### src/rtl/seg7_scan_driver_if.sv
// Bus bundle for the multiplexed 7-segment scan driver: load request with
// nibble/dp data in, anode/segment/dp drive and frame pulse out.
interface seg7_scan_driver_if #(parameter int DIGITS = 8);
  logic                  load;
  logic [4*DIGITS-1:0]   data_in;
  logic [DIGITS-1:0]     dp_in;
  logic [DIGITS-1:0]     an;
  logic [6:0]            seg;
  logic                  dp;
  logic                  frame_done;

  modport master (output load, data_in, dp_in, input an, seg, dp, frame_done);
  modport slave  (input load, data_in, dp_in, output an, seg, dp, frame_done);
endinterface

### src/rtl/seg7_scan_driver.sv
// Multiplexed hex display scanner with double-buffered, tear-free frame updates.
// Optional macro LEADING_ZERO_BLANK_EN blanks leading zero digits (digit 0 never).
//
// state | meaning
// SHOW  | digit idx lit for DWELL cycles
// BLANK | all anodes off for DEAD cycles; final BLANK of idx=DIGITS-1 ends the frame
module seg7_scan_driver #(
  parameter int DIGITS = 8,
  parameter int DWELL  = 4,
  parameter int DEAD   = 1
) (
  input  logic               clk_out,
  input  logic               reset,
  seg7_scan_driver_if.slave  bus
);
  localparam int IW   = (DIGITS > 1) ? $clog2(DIGITS) : 1;
  localparam int CMAX = (DWELL > DEAD) ? DWELL : DEAD;
  localparam int CW   = (CMAX > 1) ? $clog2(CMAX) : 1;

  typedef enum logic {SHOW, BLANK} state_t;

  state_t              state, state_nx;
  logic [IW-1:0]       idx, idx_nx;
  logic [CW-1:0]       cnt, cnt_nx;
  logic                frame_end;

  logic [4*DIGITS-1:0] disp_data, disp_data_nx, pend_data;
  logic [DIGITS-1:0]   disp_dp, disp_dp_nx, pend_dp;
  logic                pend_valid;

  logic [DIGITS-1:0]   an_q;
  logic [6:0]          seg_q;
  logic                dp_q;
  logic                fd_q;

  logic [3:0]          nib;
  logic                lz_blank;

  function automatic logic [6:0] hex7(input logic [3:0] n);
    case (n)
      4'h0: hex7 = 7'h40;  4'h1: hex7 = 7'h79;  4'h2: hex7 = 7'h24;  4'h3: hex7 = 7'h30;
      4'h4: hex7 = 7'h19;  4'h5: hex7 = 7'h12;  4'h6: hex7 = 7'h02;  4'h7: hex7 = 7'h78;
      4'h8: hex7 = 7'h00;  4'h9: hex7 = 7'h10;  4'hA: hex7 = 7'h08;  4'hB: hex7 = 7'h03;
      4'hC: hex7 = 7'h46;  4'hD: hex7 = 7'h21;  4'hE: hex7 = 7'h06;  default: hex7 = 7'h0E;
    endcase
  endfunction

  always_ff @(posedge clk_out or negedge reset) begin
    if (!reset) begin
      state <= BLANK;
      idx   <= IW'(DIGITS - 1);
      cnt   <= '0;
    end else begin
      state <= state_nx;
      idx   <= idx_nx;
      cnt   <= cnt_nx;
    end
  end

  always_comb begin
    state_nx  = state;
    idx_nx    = idx;
    cnt_nx    = cnt - 1'b1;
    frame_end = 1'b0;
    case (state)
      SHOW: begin
        if (cnt == '0) begin
          state_nx = BLANK;
          cnt_nx   = CW'(DEAD - 1);
        end
      end
      default: begin
        if (cnt == '0) begin
          state_nx  = SHOW;
          cnt_nx    = CW'(DWELL - 1);
          frame_end = (idx == IW'(DIGITS - 1));
          idx_nx    = frame_end ? '0 : idx + 1'b1;
        end
      end
    endcase
  end

  // fd_q marks the visible boundary cycle; the display swaps at its closing edge,
  // so a load in that same cycle goes straight to the display.
  always_comb begin
    disp_data_nx = disp_data;
    disp_dp_nx   = disp_dp;
    if (fd_q) begin
      if (bus.load) begin
        disp_data_nx = bus.data_in;
        disp_dp_nx   = bus.dp_in;
      end else if (pend_valid) begin
        disp_data_nx = pend_data;
        disp_dp_nx   = pend_dp;
      end
    end
  end

  always_ff @(posedge clk_out or negedge reset) begin
    if (!reset) begin
      disp_data  <= '0;
      disp_dp    <= '0;
      pend_data  <= '0;
      pend_dp    <= '0;
      pend_valid <= 1'b0;
    end else begin
      disp_data <= disp_data_nx;
      disp_dp   <= disp_dp_nx;
      if (fd_q) begin
        pend_valid <= 1'b0;
      end else if (bus.load) begin
        pend_data  <= bus.data_in;
        pend_dp    <= bus.dp_in;
        pend_valid <= 1'b1;
      end
    end
  end

  assign nib = disp_data_nx[{idx, 2'b00} +: 4];

`ifdef LEADING_ZERO_BLANK_EN
  logic [DIGITS-1:0] zero_above;
  always_comb begin
    logic run;
    zero_above = '0;
    run        = 1'b1;
    for (int k = DIGITS - 1; k >= 0; k--) begin
      run           = run & (disp_data_nx[4*k +: 4] == 4'h0);
      zero_above[k] = run;
    end
  end
  assign lz_blank = (idx != '0) && zero_above[idx];
`else
  assign lz_blank = 1'b0;
`endif

  always_ff @(posedge clk_out or negedge reset) begin
    if (!reset) begin
      an_q  <= '1;
      seg_q <= 7'h7F;
      dp_q  <= 1'b1;
      fd_q  <= 1'b0;
    end else begin
      fd_q <= frame_end;
      if (state == SHOW) begin
        an_q  <= ~(DIGITS'(1) << idx);
        seg_q <= lz_blank ? 7'h7F : hex7(nib);
        dp_q  <= ~disp_dp_nx[idx];
      end else begin
        an_q  <= '1;
        seg_q <= 7'h7F;
        dp_q  <= 1'b1;
      end
    end
  end

  assign bus.an         = an_q;
  assign bus.seg        = seg_q;
  assign bus.dp         = dp_q;
  assign bus.frame_done = fd_q;
endmodule
### src/flat_wrapper.sv
// flat-port wrapper written by rule: the top's interface ports become plain ports
module seg7_scan_driver_flat 
#(
  parameter int DIGITS = 8,
  parameter int DWELL  = 4,
  parameter int DEAD   = 1
)
  (clk_out, reset, bus_load, bus_data_in, bus_dp_in, bus_an, bus_seg, bus_dp, bus_frame_done);
  seg7_scan_driver_if #(.DIGITS(DIGITS)) bus_i ();
  input  logic clk_out;
  input  logic reset;
  input wire logic [$bits(bus_i.load)-1:0] bus_load;
  input wire logic [$bits(bus_i.data_in)-1:0] bus_data_in;
  input wire logic [$bits(bus_i.dp_in)-1:0] bus_dp_in;
  output wire logic [$bits(bus_i.an)-1:0] bus_an;
  output wire logic [$bits(bus_i.seg)-1:0] bus_seg;
  output wire logic [$bits(bus_i.dp)-1:0] bus_dp;
  output wire logic [$bits(bus_i.frame_done)-1:0] bus_frame_done;
  assign bus_i.load = bus_load;
  assign bus_i.data_in = bus_data_in;
  assign bus_i.dp_in = bus_dp_in;
  assign bus_an = bus_i.an;
  assign bus_seg = bus_i.seg;
  assign bus_dp = bus_i.dp;
  assign bus_frame_done = bus_i.frame_done;
  seg7_scan_driver #(.DIGITS(DIGITS), .DWELL(DWELL), .DEAD(DEAD)) u_core (.clk_out(clk_out), .reset(reset), .bus(bus_i));
endmodule
### config.mk
export PLATFORM = sky130hd
export DESIGN_NAME = seg7_scan_driver_flat
export DESIGN_NICKNAME = d
export VERILOG_FILES = /design/src/rtl/seg7_scan_driver_if.sv /design/src/rtl/seg7_scan_driver.sv /design/src/flat_wrapper.sv
export SDC_FILE = /design/constraint.sdc
export NUM_CORES = 1
export LEC_CHECK = 0
export BUFFER_PORTS_ARGS = -buffer_cell sky130_fd_sc_hd__clkbuf_2
export CAP_MARGIN = 20
export CORE_ASPECT_RATIO = 1.5
export CORE_UTILIZATION = 50
export CTS_CLUSTER_SIZE = 20
export DETAILED_ROUTE_END_ITERATION = 7
export GPL_ROUTABILITY_DRIVEN = 0
export PLACE_DENSITY_LB_ADDON = 0.3
export SYNTH_ARGS = -nofsm -noshare
export SYNTH_HDL_FRONTEND = slang
export SYNTH_SLANG_ARGS = --single-unit
### constraint.sdc
create_clock -name clk_out -period 4.7 [get_ports clk_out]
set_input_delay 1.41 -clock clk_out [delete_from_list [all_inputs] [get_ports clk_out]]
set_output_delay 1.41 -clock clk_out [all_outputs]
set_load 0.02 [all_outputs]
==> results.tsv, run 1 <==
stage	metric	value	unit
power_and_ir_drop	combPwrFrac	13.8	%
timing	setup-violations-final	0	
floorplan	coreArea	0.00925	sq mm
synth	netlist_top_cells_count	96 x o22ai_1, 84 x dfrtp_1, 41 x mux2_2	
routing	drtPass1Iterations	4	
timing	fin_skew	5.51	ps
grt	grt.overflow.total	0	
cts	cts.reportedPaths.clkPinSlew	60	ps
synth	async_flop_share	100	%
worst_setup_path	worstPathMaxFanout	40	
grt	antenna_found_initial	0	
power_and_ir_drop	p_per_area	389	mW/mm^2
synth	ys_seq_area_share	55.4	%
floorplan	start_util	51.3	%
power_and_ir_drop	p_int	0.00156	W
worst_setup_path	worst-endpoint-required	4960	ps
worst_setup_path	cp_slowest_cell	or4_1	
timing	fin_crit	3760	ps
power_and_ir_drop	clkPwrFrac	35.5	%
synth	ys_top_cells_by_area	dfrtp_1 44%, o22ai_1 13%, dfstp_2 11%	
placed_design	dpl.hpwl	7420	um
grt	gr-usage-all-layers	24.7	%
cts	post_cts_buffers	0	
synth	yosysMostFrequentCell	o22ai_1	
cts	h-tree-depth	3	
routing	drc	0	
synth	ys_seq_elements	104	
power_and_ir_drop	power.total	0.00208	W
worst_setup_path	critPathLaunchType	input port	
grt	use_met1	30.3	%
grt	first_global_vias	3627	
power_and_ir_drop	switchingPower	0.000517	W
cts	clock-sinks	104	
hold_path	hold_path_class	flop to flop	
timing	grt_setup_unrepaired	false	
power_and_ir_drop	p_sw_share	24.9	%
timing	finalSetupTns	0	ps
timing	worst_slew_pin_slew	840	ps
cts	cts_made_buffers	9	
synth	avgSynthCellArea	11.9	sq um
worst_setup_path	cp-end-kind	flop	
floorplan	num_io_pins	60	
timing	timing.final.crit_share	80.0	%
grt	grt_pass1_wl	18100	um
synth	syn_area	0.00474	sq mm
synth	synth_top_area_share	44.3	%
timing	hold_viol_final	0	
floorplan	fp-row-count	43	
routing	vias	3512	
routing	wl	11200	um
cts	clock_latency	340	ps
grt	grt-busiest-layer	met2	
cts	clockBufferDepth	2	
cts	cts_root_buf	clkbuf_16	
cells_and_area	layout.nets	500	
placed_design	numPortBuffers	59	
timing	final-max-slew-violation-count	0	
routing	vias_per_cell	6.26	
synth	ys.flop_type	dfrtp_1	
cells_and_area	drive_above_1_share	34.7	%
synth	synth_fp_nets	455	
cells_and_area	diodes	0	
power_and_ir_drop	p_leak	2.33	nW
timing	fmax	266	MHz
synth	yosys.area.top_type	dfrtp_1	
power_and_ir_drop	sequentialPowerShare	50.7	%
floorplan	die_w	81.5	um
floorplan	die_h	121	um
grt	grt_start_max_net_pins	43	
synth	netlist-cell-type-count	39	
cells_and_area	area_growth	12.6	%
worst_setup_path	crit_type	input port to flop	
worst_setup_path	slowest_delay	710	ps
cts	postCtsResizedCells	0	
cts	cts_tree	done	
cts	holdBufCountCts	0	
power_and_ir_drop	irDropWorstVdd	288	uV
synth	synth_edf_count	0	
synth	syn-instance-count	399	
status	outcome	complete, no violations	
grt	use_met3	3.83	%
timing	worst_slew_margin_rel	43.9	%
floorplan	die_area	0.00989	sq mm
worst_setup_path	cp_cell_sequence	clkbuf_2 -> nand2_4 -> o22ai_1 -> a21oi_1 -> o22ai_1 -> or4_1 -> inv_1 -> ha_1 -> inv_1 -> mux2_2 -> a22oi_1	
synth	yosys_warnings	0	
routing	drtIter0Drc	327	
grt	grtUsageMet2	41.8	%
worst_setup_path	worstPathArrival	4020	ps
routing	ant_nets	0	
flow_run	cap_viol_max_count	0	
routing	wl_per_cell	19.9	um
## worst max-delay path: cells and delay by family
family	cells	cell delay, ps
AO/OA/AOI/OAI	4	640
adder cells (fa/ha/maj)	1	240
AND/OR/NAND/NOR	2	1070
multiplexers	1	270
buffers and inverters	3	370
## worst paths after layout
| path | from | to | slack [ps] | cells past startpoint |
|---|---|---|---|---|
| max in group asynchronous | reset | u_core.bus.dp | 2800 | 2 |
| min reg2reg | u_core.cnt[0] | u_core.cnt[0] | 450 | 1 |
| min | u_core.cnt[0] | u_core.cnt[0] | 450 | 1 |
| max reg2reg | u_core.bus.frame_done | u_core.bus.seg[3] | 1210 | 10 |
| max | bus_load | u_core.bus.seg[3] | 940 | 11 |
| min in group asynchronous | reset | u_core.pend_data[6] | 1010 | 1 |
## metal layers
metal / share of wire, % / wire (um) / vias to the layer above
met5: 0 / 0 / -
met3: 3.5 / 394 / 25
met4: 2.7 / 296 / 0
met1: 41 / 4530 / 1782
li1: - / - / 1621
met2: 53 / 5950 / 84
## final cells by class
type                       count  area (sq um)
tap                          112           140
timing repair buffer          65           343
sequential                   104          2630
clock inverter                 2          10.0
fill                         769          3910
multi-input combinational    255          1890
inverter                       9          33.8
clock buffer                  14           294
## logic make-up after synthesis
family                   count (synthesis)  share of synthesized area [%]
AO/OA/AOI/OAI                          147                           18.9
multiplexers                            50                           12.2
buffers and inverters                   40                           4.88
adder cells (fa/ha/maj)                 13                           3.43
AND/OR/NAND/NOR                         45                           5.25
flip-flops                             104                           55.4
## sequential cells by signal (all words and copies together), names as in the netlist
signal,flops
u_core.idx,3
u_core.bus.seg,7
u_core.disp_data,32
u_core.pend_data,32
u_core.bus.dp,1
u_core.pend_dp,8
u_core.pend_valid,1
u_core.disp_dp,8
u_core.cnt,2
u_core.bus.an,8
u_core.bus.frame_done,1
u_core.state,1
## layout by cell type (no fill, tap or decap), types with 2 or more instances in the layout
cell type	n
buf_4	7
inv_1	6
inv_2	2
o21ai_0	2
dfstp_2	20
or4_1	2
clkbuf_2	58
mux4_2	2
nor2_1	10
dfrtp_1	84
mux2i_1	7
clkbuf_8	5
a22oi_1	2
a221o_1	3
nand3_1	14
mux2_2	41
o22ai_1	96
nand2_1	6
ha_1	13
a21oi_2	4
a21oi_1	37
clkbuf_16	9
clkinv_2	2
## through the flow
| stage | cell area (sq um) | util [%] | std cells | setup slack [ps] | hold slack (ps) |
|---|---|---|---|---|---|
| 4_1_cts | 5340 | 57.7 | 561 | 949 | 455 |
| 3_3_place_gp | 5040 | 54.4 | 545 | 787 | 437 |
| 6_report | 5340 | 57.7 | 561 | 938 | 452 |
| 3_5_place_dp | 5040 | 54.4 | 545 | 638 | 445 |
| 2_1_floorplan | 4740 | - | 399 | 1340 | 424 |
| 5_1_grt | 5340 | 57.7 | 561 | 776 | 485 |
## power groups by stage
stage	Sequential (W)	Clock [W]	Combinational [W]
after global routing	0.00106	0.000783	0.000312
after detailed placement	0.00107	0	0.000285
after global placement	0.00106	0	0.000275
after CTS	0.00105	0.000750	0.000288
after floorplan	0.00107	0	0.000172
final	0.00105	0.000738	0.000286
No activity file was read; power rests on OpenSTA's default activity.
==> inputs of run 2 (changes only) <==
--- a/config.mk
+++ b/config.mk
@@ -5,6 +5,7 @@
 export SDC_FILE = /design/constraint.sdc
 export NUM_CORES = 1
 export LEC_CHECK = 0
+export ABC_AREA = 1
 export BUFFER_PORTS_ARGS = -buffer_cell sky130_fd_sc_hd__clkbuf_2
 export CAP_MARGIN = 20
 export CORE_ASPECT_RATIO = 1.5
==> constraint.sdc (replaced) <==
create_clock -name clk_out -period 3.11 [get_ports clk_out]
set_input_delay 0.933 -clock clk_out [delete_from_list [all_inputs] [get_ports clk_out]]
set_output_delay 0.933 -clock clk_out [all_outputs]
set_load 0.02 [all_outputs]
==> run 2 against run 1 <==
Compared with the run above:
- count of clock-buffer cells in the layout is 3 lower
- setup slack lost 410 ps
- largest cell class unchanged
- register-to-register slack got worse by 580 ps
- utilization barely moved
- clock skew increased by 1.8 ps
- synthesized cell count up 64%
- critical path depth increased by 6
==> results.tsv, run 2 <==
stage	metric	value	unit	change
routing	vias_per_cell	5.01		-20%
hold_path	hold_path_class	flop to flop		
grt	antenna_found_initial	0		unchanged
routing	vias	4280		+22%
synth	ys_top_cells_by_area	dfrtp_1 38%, nand2_1 14%, dfstp_2 9.5%		
timing	fmax	387	MHz	
cells_and_area	drive_above_1_share	21.0	%	-14 points
cts	holdBufCountCts	0		unchanged
routing	wl	11600	um	+3.6%
placed_design	dp.cells	839		+54%
synth	avgSynthCellArea	8.41	sq um	-29%
synth	synth_top_area_share	38.1	%	-6.2 points
cts	clock-sinks	104		unchanged
cts	post_cts_buffers	0		unchanged
timing	setup-violations-final	0		unchanged
cts	cts_made_buffers	9		unchanged
synth	ys.flop_type	dfrtp_1		
timing	finalSetupTns	0	ps	unchanged
grt	grt_start_max_net_pins	65		+51%
synth	ys_seq_area_share	47.6	%	-7.8 points
worst_setup_path	path_delay_family	simple AND/OR/NAND/NOR gates		
synth	yosysMostFrequentCell	nand2_1		
grt	grt_pass1_wl	19900	um	+9.6%
floorplan	die_w	87.8	um	+7.6%
cts	h-tree-depth	3		unchanged
routing	drtIter0Drc	191		-42%
cts	cts.reportedPaths.clkPinSlew	70	ps	about the same
floorplan	coreArea	0.0106	sq mm	+15%
grt	grt.overflow.total	0		unchanged
routing	ant_nets	0		unchanged
cells_and_area	final_common_cell	nand2_1		
worst_setup_path	slowest_delay	240	ps	-470 ps
timing	timing.final.crit_share	83.1	%	
grt	first_global_vias	4333		+19%
timing	hold_viol_final	0		unchanged
cells_and_area	diodes	0		unchanged
synth	async_flop_share	100	%	unchanged
floorplan	die_h	131	um	+7.7%
power_and_ir_drop	irDropWorstVdd	268	uV	-6.9%
status	outcome	complete, no violations		
timing	fin_skew	7.31	ps	+1.80 ps
routing	drc	0		unchanged
worst_setup_path	r2r_cells	15		+5
floorplan	fp-row-count	46		+7.0%
cts	clock_latency	350	ps	about the same
worst_setup_path	path_buf_inv	4		+1
synth	netlist-cell-type-count	35		-10%
routing	drtPass1Iterations	5		+1
cts	clockBufferDepth	2		unchanged
cells_and_area	stdcell_count	855		+52%
synth	ys_seq_elements	104		unchanged
placed_design	dpl.hpwl	8130	um	+9.5%
worst_setup_path	worstPathArrival	2840	ps	-1180 ps
hold_path	holdPathStages	2		+1
synth	syn-instance-count	656		+64%
placed_design	numPortBuffers	59		unchanged
cts	cts_tree	done		
timing	fin_crit	2580	ps	
worst_setup_path	worstPathMaxFanout	13		-68%
timing	final-max-slew-violation-count	0		unchanged
floorplan	num_io_pins	60		unchanged
routing	wl_per_cell	13.5	um	-32%
synth	synth_edf_count	0		unchanged
synth	syn_area	0.00552	sq mm	+16%
worst_setup_path	cpMostUsedCell	nand2_1		
timing	grt_setup_unrepaired	false		
worst_setup_path	cp_slowest_cell	buf_4		
cells_and_area	layout.nets	762		+52%
worst_setup_path	cp_cell_sequence	clkbuf_2 -> inv_2 -> nand2_2 -> buf_4 -> o22ai_1 -> nand2_1 -> nand3_1 -> nand2_1 -> nand2_1 -> nand3_2 -> nand2_2 -> inv_1 -> ha_1 -> nand3_1 -> nand2_1 -> nand2_1 -> nand3_1		
power_and_ir_drop	p_leak	3.15	nW	+36%
cells_and_area	final_cell_mix	200 x nand2_1, 85 x inv_1, 83 x dfrtp_1		
synth	yosys_warnings	0		unchanged
worst_setup_path	crit_type	input port to flop		
synth	yosys.area.top_type	dfrtp_1		
cts	postCtsResizedCells	0		unchanged
cells_and_area	area_growth	11.5	%	
synth	netlist_top_cells_count	201 x nand2_1, 85 x inv_1, 84 x dfrtp_1		
synth	synth_fp_nets	712		+56%
worst_setup_path	worst-endpoint-required	3370	ps	-1590 ps
worst_setup_path	cp-end-kind	flop		
worst_setup_path	path_depth	17		+6
grt	gr-usage-all-layers	22.3	%	-2.4 points
power_and_ir_drop	p_per_area	500	mW/mm^2	+29%
worst_setup_path	critPathLaunchType	input port		
cells_and_area	top_regs	u_core.disp_data x32, u_core.pend_data x32		
cts	cts_root_buf	clkbuf_16		
flow_run	cap_viol_max_count	0		unchanged
floorplan	die_area	0.0115	sq mm	+16%
floorplan	start_util	51.8	%	+0.54 points
timing	worst_slew_pin_slew	745	ps	-94.9 ps
timing	worst_slew_margin_rel	50.1	%	+6.2 points
-- run 2: metrics by stage --
step / hold slack (ps) / util (%) / setup slack [ps] / total power (W) / instance area (sq um)
2_1_floorplan: 444 / - / 665 / 0.00183 / 5520
3_3_place_gp: 459 / 54.9 / 243 / 0.00195 / 5850
3_5_place_dp: 468 / 54.9 / 171 / 0.00197 / 5850
4_1_cts: 485 / 57.8 / 532 / 0.00311 / 6150
5_1_grt: 509 / 57.8 / 357 / 0.00324 / 6150
6_report: 484 / 57.8 / 525 / 0.00308 / 6150
-- run 2: power breakdown --
| group | switching, W | internal (W) | leakage, nW | total, W |
|---|---|---|---|---|
| registers | 0.0000425 | 0.00147 | 1.19 | 0.00152 |
| clock network | 0.000489 | 0.000645 | 0.145 | 0.00113 |
| logic | 0.000256 | 0.000171 | 1.82 | 0.000427 |
| total | 0.000788 | 0.00229 | 3.15 | 0.00308 |
-- run 2: final cells by class --
| type | count | area [sq um] |
|---|---|---|
| Sequential cell | 104 | 2630 |
| Clock inverter | 5 | 56.3 |
| Tap cell | 144 | 180 |
| Timing Repair Buffer | 74 | 435 |
| Fill cell | 952 | 4500 |
| Multi-Input combinational cell | 431 | 2280 |
| Clock buffer | 11 | 243 |
| Inverter | 86 | 323 |
-- run 2: metal layers --
layer  track usage, %  vias to the layer above  part of all wire (%)
met3             3.83                       25                   3.1
li1                 -                     2171                     -
met2             38.2                       84                    50
met5                0                        -                     0
met1             27.3                     2000                    44
met4             10.1                        0                   2.4
-- run 2: cell families after synthesis --
logic type,share of synthesized area (%)
adders and majority gates,2.95
AOI/OAI and AO/OA,11.0
buffers and inverters,11.0
and+or+nand+nor,24.6
muxes,2.86
DFF,47.6
-- run 2: worst paths after layout --
check,from,to,slack (ps)
min,u_core.pend_data[21],u_core.pend_data[21],480
max reg2reg,u_core.pend_valid,u_core.bus.seg[3],630
min reg2reg,u_core.pend_data[21],u_core.pend_data[21],480
max in group asynchronous,reset,u_core.bus.seg[6],1770
max,bus_load,u_core.bus.seg[3],530
min in group asynchronous,reset,u_core.pend_data[9],530
-- run 2: worst min-delay path, delay by kind of cell, from the launching register on --
kind             cells  cell delay [ps]
AO/OA/AOI/OAI        1               50
flip-flops           1              340
AND/OR/NAND/NOR      1               50
